$ cat src/rtl/microseq_pkg.sv
// Shared field positions, next-state/condition codes and default states for the
// microsequencer that walks the 256x64 ARM control ROM.
package microseq_pkg;

    localparam int N_HI    = 57;
    localparam int N_LO    = 55;
    localparam int INV_BIT = 54;
    localparam int MI_BIT  = 53;
    localparam int S_HI    = 52;
    localparam int S_LO    = 50;
    localparam int TGT_HI  = 41;
    localparam int TGT_LO  = 34;

    typedef enum logic [2:0] {
        N_ENC   = 3'b000,
        N_FETCH = 3'b001,
        N_JUMP  = 3'b010,
        N_COND  = 3'b011,
        N_INC   = 3'b100,
        N_WAIT  = 3'b101,
        N_CALL  = 3'b110,
        N_RET   = 3'b111
    } n_code_t;

    // Any S code with bit 2 set selects a constant-true condition.
    localparam logic [2:0] S_COND = 3'b000;
    localparam logic [2:0] S_MOC  = 3'b001;
    localparam logic [2:0] S_LSM  = 3'b010;
    localparam logic [2:0] S_ZERO = 3'b011;

    localparam logic [7:0] RESET_STATE_DEF = 8'd0;
    localparam logic [7:0] FETCH_STATE_DEF = 8'd1;

endpackage

$ cat src/rtl/microseq_stack.sv
// Return-address LIFO; entry 0 is always the top, so a push into a full stack
// simply shifts the oldest entry out of the far end.
module microseq_stack #(
    parameter int DEPTH = 4,
    parameter int W     = 8
) (
    input  logic         clk,
    input  logic         reset,
    input  logic         push,
    input  logic         pop,
    input  logic [W-1:0] push_data,
    output logic [W-1:0] top,
    output logic         full,
    output logic         empty,
    output logic         overflow,
    output logic         underflow
);

    localparam int SP_W = $clog2(DEPTH + 1);

    logic [W-1:0]    mem [DEPTH];
    logic [SP_W-1:0] sp;

    assign full      = (sp == SP_W'(DEPTH));
    assign empty     = (sp == '0);
    assign overflow  = push && full;
    assign underflow = pop && empty;
    assign top       = mem[0];

    always_ff @(posedge clk) begin
        if (reset) begin
            sp <= '0;
        end else if (push && !full) begin
            sp <= sp + SP_W'(1);
        end else if (pop && !empty) begin
            sp <= sp - SP_W'(1);
        end
    end

    always_ff @(posedge clk) begin
        if (push) begin
            mem[0] <= push_data;
            for (int i = 1; i < DEPTH; i++) begin
                mem[i] <= mem[i-1];
            end
        end else if (pop && !empty) begin
            for (int i = 0; i < DEPTH - 1; i++) begin
                mem[i] <= mem[i+1];
            end
        end
    end

endmodule

$ cat src/rtl/microsequencer.sv
// Next-state engine for the microprogrammed control unit: decodes the current
// ROM word, picks the next microstate and registers the word for the datapath.
module microsequencer
    import microseq_pkg::*;
#(
    parameter int                ADDR_W      = 8,
    parameter int                CW_W        = 64,
    parameter logic [ADDR_W-1:0] RESET_STATE = RESET_STATE_DEF,
    parameter logic [ADDR_W-1:0] FETCH_STATE = FETCH_STATE_DEF,
    parameter int                STACK_DEPTH = 4
) (
    input  logic              clk,
    input  logic              reset,
    input  logic [CW_W-1:0]   rom_data,
    input  logic [ADDR_W-1:0] encoder_state,
    input  logic              cond_in,
    input  logic              moc,
    input  logic              lsm_done,
    input  logic              zero,
    output logic [ADDR_W-1:0] rom_addr,
    output logic [CW_W-1:0]   ctrl_word,
    output logic              stall,
    output logic              stack_err
);

    logic [ADDR_W-1:0] state_q;
    logic [ADDR_W-1:0] state_d;
    logic [ADDR_W-1:0] inc;
    logic [ADDR_W-1:0] tgt;
    logic [ADDR_W-1:0] stk_top;
    n_code_t           n_code;
    logic [2:0]        s_code;
    logic              c_raw;
    logic              c;
    logic              push;
    logic              pop;
    logic              stk_full;
    logic              stk_empty;
    logic              stk_over;
    logic              stk_under;

    assign rom_addr = state_q;
    assign stall    = !reset && rom_data[MI_BIT] && !moc;

    always_comb begin
        n_code  = n_code_t'(rom_data[N_HI:N_LO]);
        s_code  = rom_data[S_HI:S_LO];
        tgt     = rom_data[TGT_HI:TGT_LO];
        inc     = state_q + ADDR_W'(1);
        push    = 1'b0;
        pop     = 1'b0;
        state_d = inc;

        case (s_code)
            S_COND:  c_raw = cond_in;
            S_MOC:   c_raw = moc;
            S_LSM:   c_raw = lsm_done;
            S_ZERO:  c_raw = zero;
            default: c_raw = 1'b1;
        endcase
        c = c_raw ^ rom_data[INV_BIT];

        case (n_code)
            N_ENC:   state_d = encoder_state;
            N_FETCH: state_d = FETCH_STATE;
            N_JUMP:  state_d = tgt;
            N_COND:  state_d = c ? tgt : inc;
            N_INC:   state_d = inc;
            N_WAIT:  state_d = c ? inc : state_q;
            N_CALL: begin
                push    = !stall;
                state_d = tgt;
            end
            N_RET: begin
                pop     = !stall;
                state_d = stk_empty ? FETCH_STATE : stk_top;
            end
            default: state_d = inc;
        endcase

        // The memory interlock freezes sequencing regardless of the N code.
        if (stall) begin
            state_d = state_q;
        end
    end

    microseq_stack #(
        .DEPTH (STACK_DEPTH),
        .W     (ADDR_W)
    ) u_stack (
        .clk       (clk),
        .reset     (reset),
        .push      (push),
        .pop       (pop),
        .push_data (inc),
        .top       (stk_top),
        .full      (stk_full),
        .empty     (stk_empty),
        .overflow  (stk_over),
        .underflow (stk_under)
    );

    always_ff @(posedge clk) begin
        if (reset) begin
            state_q   <= RESET_STATE;
            ctrl_word <= '0;
            stack_err <= 1'b0;
        end else begin
            state_q   <= state_d;
            ctrl_word <= rom_data;
            stack_err <= stack_err || stk_over || stk_under;
        end
    end

endmodule

$ cat config.mk
export PLATFORM = sky130hd
export DESIGN_NAME = microsequencer
export DESIGN_NICKNAME = d
export VERILOG_FILES = /design/src/rtl/microseq_pkg.sv /design/src/rtl/microseq_stack.sv /design/src/rtl/microsequencer.sv
export SDC_FILE = /design/constraint.sdc
export NUM_CORES = 1
export LEC_CHECK = 0
export ABC_AREA = 1
export CORE_ASPECT_RATIO = 1.75
export CORE_MARGIN = 2
export CORE_UTILIZATION = 50
export CTS_BUF_LIST = sky130_fd_sc_hd__clkbuf_8
export DETAILED_ROUTE_END_ITERATION = 16
export PLACE_DENSITY = 0.95
export SYNTH_ARGS = -nofsm -noshare
export SYNTH_HDL_FRONTEND = slang
export SYNTH_SLANG_ARGS = --single-unit
$ cat constraint.sdc
create_clock -name clk -period 3.4 [get_ports clk]
set_clock_uncertainty 0.2 [all_clocks]
set_input_delay 0.51 -clock clk [delete_from_list [all_inputs] [get_ports clk]]
set_output_delay 0.51 -clock clk [all_outputs]
set_load 0.01 [all_outputs]
==> flow_metrics.tcl <==
set metrics [dict create \
    holdPathEnd "u_stack.mem[3][1]" \
    r2r-end "rom_addr[4]" \
    dieArea_um2 9372 \
    cts_setup_buffers 0 \
    slowest_delay_ps 620 \
    netlist_top_cells_count "nand2_1 (96), nor2_1 (90), inv_1 (88)" \
    io_pins 152 \
    antenna_found_initial 0 \
    vias_per_cell 5.008 \
    fin_crit_sh 0.7729 \
    port_buffers 151 \
    die_x_um 74.05 \
    maxSlewViolCount 0 \
    area_growth_pct 40.69 \
    vdd_drop_max_mv 0.3303 \
    fmax_mhz 380.5 \
    synthTopCellsByArea "dfxtp_1 (35%), edfxtp_1 (22%), nand2_1 (8.4%)" \
    pwr-share-clk 0.277 \
    postCtsResizedCells 0 \
    row_count 44 \
    clk_pin_slew_ps 90 \
    ff2ff_setup_slack_ps 1250 \
    grt_max_degree 74 \
    gp_congestion 0.9576 \
    crit_arrival_ps 1920 \
    setup_violations 0 \
    start_util 0.5164 \
    insertion_delay_ps 380 \
    htree_levels 3 \
    min_period_ps 2628 \
    grt_pass1_wl_um 18090 \
    crit_buf_inv 2 \
    synth_ff_type "dfxtp_1" \
    overflow 0 \
    p_seq_frac 0.557 \
    drcViolationCount 0 \
    synth_warnings 0 \
    cp-end-kind "primary output" \
    cts_tree "done" \
    maxSlewHeadroom 0.5035 \
    required_ps 2690 \
    yosysTopAreaCellShare 0.3544 \
    antenna_cells 0 \
    synth_edf_count 32 \
    die_y_um 126.6 \
    finalHoldViolations 0 \
    drtAntennaViolNets 0 \
    synth.most_common_cell "nand2_1" \
    ys_ff_latch 108 \
    clock_sinks 108 \
    dpl-instance-area_um2 5866 \
    setup_tns_ps 0 \
    drive_gt1_frac 0.06707 \
    cp-start-kind "primary input" \
    async_flop_share 0 \
    ys_seq_area_frac 0.5783 \
    clock_path_buffers 2 \
    postRouteWirelength_um 11550 \
    power_density_nw_per_um2 426.3 \
    crit_path_frequent_cell "clkdlybuf4s50_1" \
    internal-power_w 0.001887 \
    status "complete, no violations" \
    worstReg2RegStart "rom_addr[0]" \
    combPwrFrac 0.166 \
    rsz0062_at_grt "no" \
    dp_hpwl_um 8767 \
    p_leak_nw 2.670 \
    finalHoldWorstSlack_ps 275.9 \
    dr.first_iter.drc_count 422 \
    ctsHoldBuffers 0 \
    min_from "u_stack.mem[2][1]" \
    synth.distinct_cells 38 \
    final_nets 731 \
    cpLargestDelayFamily "buffers and inverters" \
    cts-root-buf "clkbuf_8" \
    synth.cell_area_um2 4293 \
    core_area_um2 8313 \
    firstDrtPassIters 8 \
    avgSynthCellArea_um2 8.586 \
    crit_fanout 4 \
    wl_per_cell_um 14.98 \
    p_sw_w 0.0006880 \
    final_area_um2 6040 \
    switching_share 0.2672 \
    reg2reg_depth 10 \
    max_cap_viol_count 0 \
    cts_made_buffers 9 \
    hold_depth 0 \
    grt_pass1_vias 3883 \
    min_path_type "reg2reg" \
    worst_slew_pin_slew_ps 744.7 \
    crit_path_cell_trace "clkdlybuf4s50_1 -> nor3_4 -> clkdlybuf4s50_1" \
    slowest_stage "clkdlybuf4s50_1" \
    grtUsageTotal 0.2568 \
    num_vias 3861 \
    synth_area_leader_cell "dfxtp_1" \
    synthCells 500 \
    synth_nets 580 \
    critPathKind "in2out" \
]
[through the flow]
| stage | instances | power (W) | worst slack (ps) | util |
|---|---|---|---|---|
| floorplan | 500 | 0.001645 | 960.6 | - |
| global placement | 755 | 0.001868 | 791.8 | 0.7056 |
| detailed placement | 755 | 0.001885 | 679.4 | 0.7056 |
| CTS | 771 | 0.002576 | 775.9 | 0.7265 |
| global route | 771 | 0.002668 | 757.7 | 0.7265 |
| finish | 771 | 0.002575 | 772.1 | 0.7265 |
[layout make-up]
class	count	area, um^2
clock buffers	9	123.9
clock inverters	7	50.05
fillers	544	2273
inverters	92	347.8
multi-input cells	286	1363
flip-flops and latches	108	2482
well taps	115	143.9
repair buffers	154	1529
[worst register-to-register path, delay by kind of cell, from the launching register on]
family / cells / cell delay (ps)
fa+ha+maj: 1 / 240
buf+inv: 1 / 130
flops: 1 / 580
simple gates: 6 / 690
compound gates: 2 / 150
[per-layer routing]
layer  track usage  vias to the layer above  wire length (um)
met4        0.1561                        0               623
met1        0.2512                     1747              3860
met3       0.07705                       53               923
met2        0.4538                      220              6142
met5             0                        -                 0
li1              -                     1841                 -
[cell families (layout without fill, tap and decap cells)]
kind of cell / after synthesis / in the layout / share of synthesized area
AO/OA/AOI/OAI: 42 / 42 / 0.05917
XOR/XNOR: 2 / 2 / 0.004081
adder cells (fa/ha/maj): 2 / 2 / 0.007578
buffers and inverters: 106 / 262 / 0.1043
flip-flops: 108 / 108 / 0.5783
AND/OR/NAND/NOR: 240 / 240 / 0.2466
[registers in the layout, summed over array words and instances, names as in the netlist]
| name | count |
|---|---|
| stack_err | 1 |
| rom_addr | 8 |
| u_stack.sp | 3 |
| u_stack.mem | 32 |
| ctrl_word | 64 |
[power by group through the flow]
stage | logic [W] | registers [W] | clock network, W
CTS | 0.000427 | 0.00143 | 0.000717
global route | 0.000464 | 0.00144 | 0.000766
finish | 0.000428 | 0.00143 | 0.000714
detailed placement | 0.000424 | 0.00146 | 0
floorplan | 0.000168 | 0.00148 | 0
global placement | 0.000410 | 0.00146 | 0
[worst max-delay path by stage]
| stage | start | endpoint | slack [ps] | depth (start not counted) |
|---|---|---|---|---|
| final | moc | stall | 770 | 3 |
| after global routing | moc | stall | 760 | 3 |
| after CTS | moc | stall | 780 | 3 |
| after detailed placement | rom_data[56] | u_stack.mem[1][7] | 680 | 8 |
| after global placement | moc | stall | 790 | 3 |
| after floorplan | rom_data[55] | u_stack.mem[0][0] | 960 | 5 |
[cell usage in the layout (no fill, tap or decap), types with 2 or more instances in the layout]
cell type        instances
nand4_1                  3
nand2_2                  3
buf_4                    3
clkbuf_8                 9
inv_1                   88
inv_2                    3
o22ai_1                  2
nor2_1                  90
nand3_4                  2
clkinv_4                 2
o21ai_1                  4
inv_6                    2
dfxtp_1                 76
nand2_1                 96
a21oi_1                  9
nand3_2                  2
nor2_2                   2
a21oi_2                  6
o21ai_0                 15
clkdlybuf4s50_1        150
nor3_1                   3
edfxtp_1                32
nand3_1                 31
nand2_4                  4
clkinv_1                 2
Power figures use the tool's default switching activity.
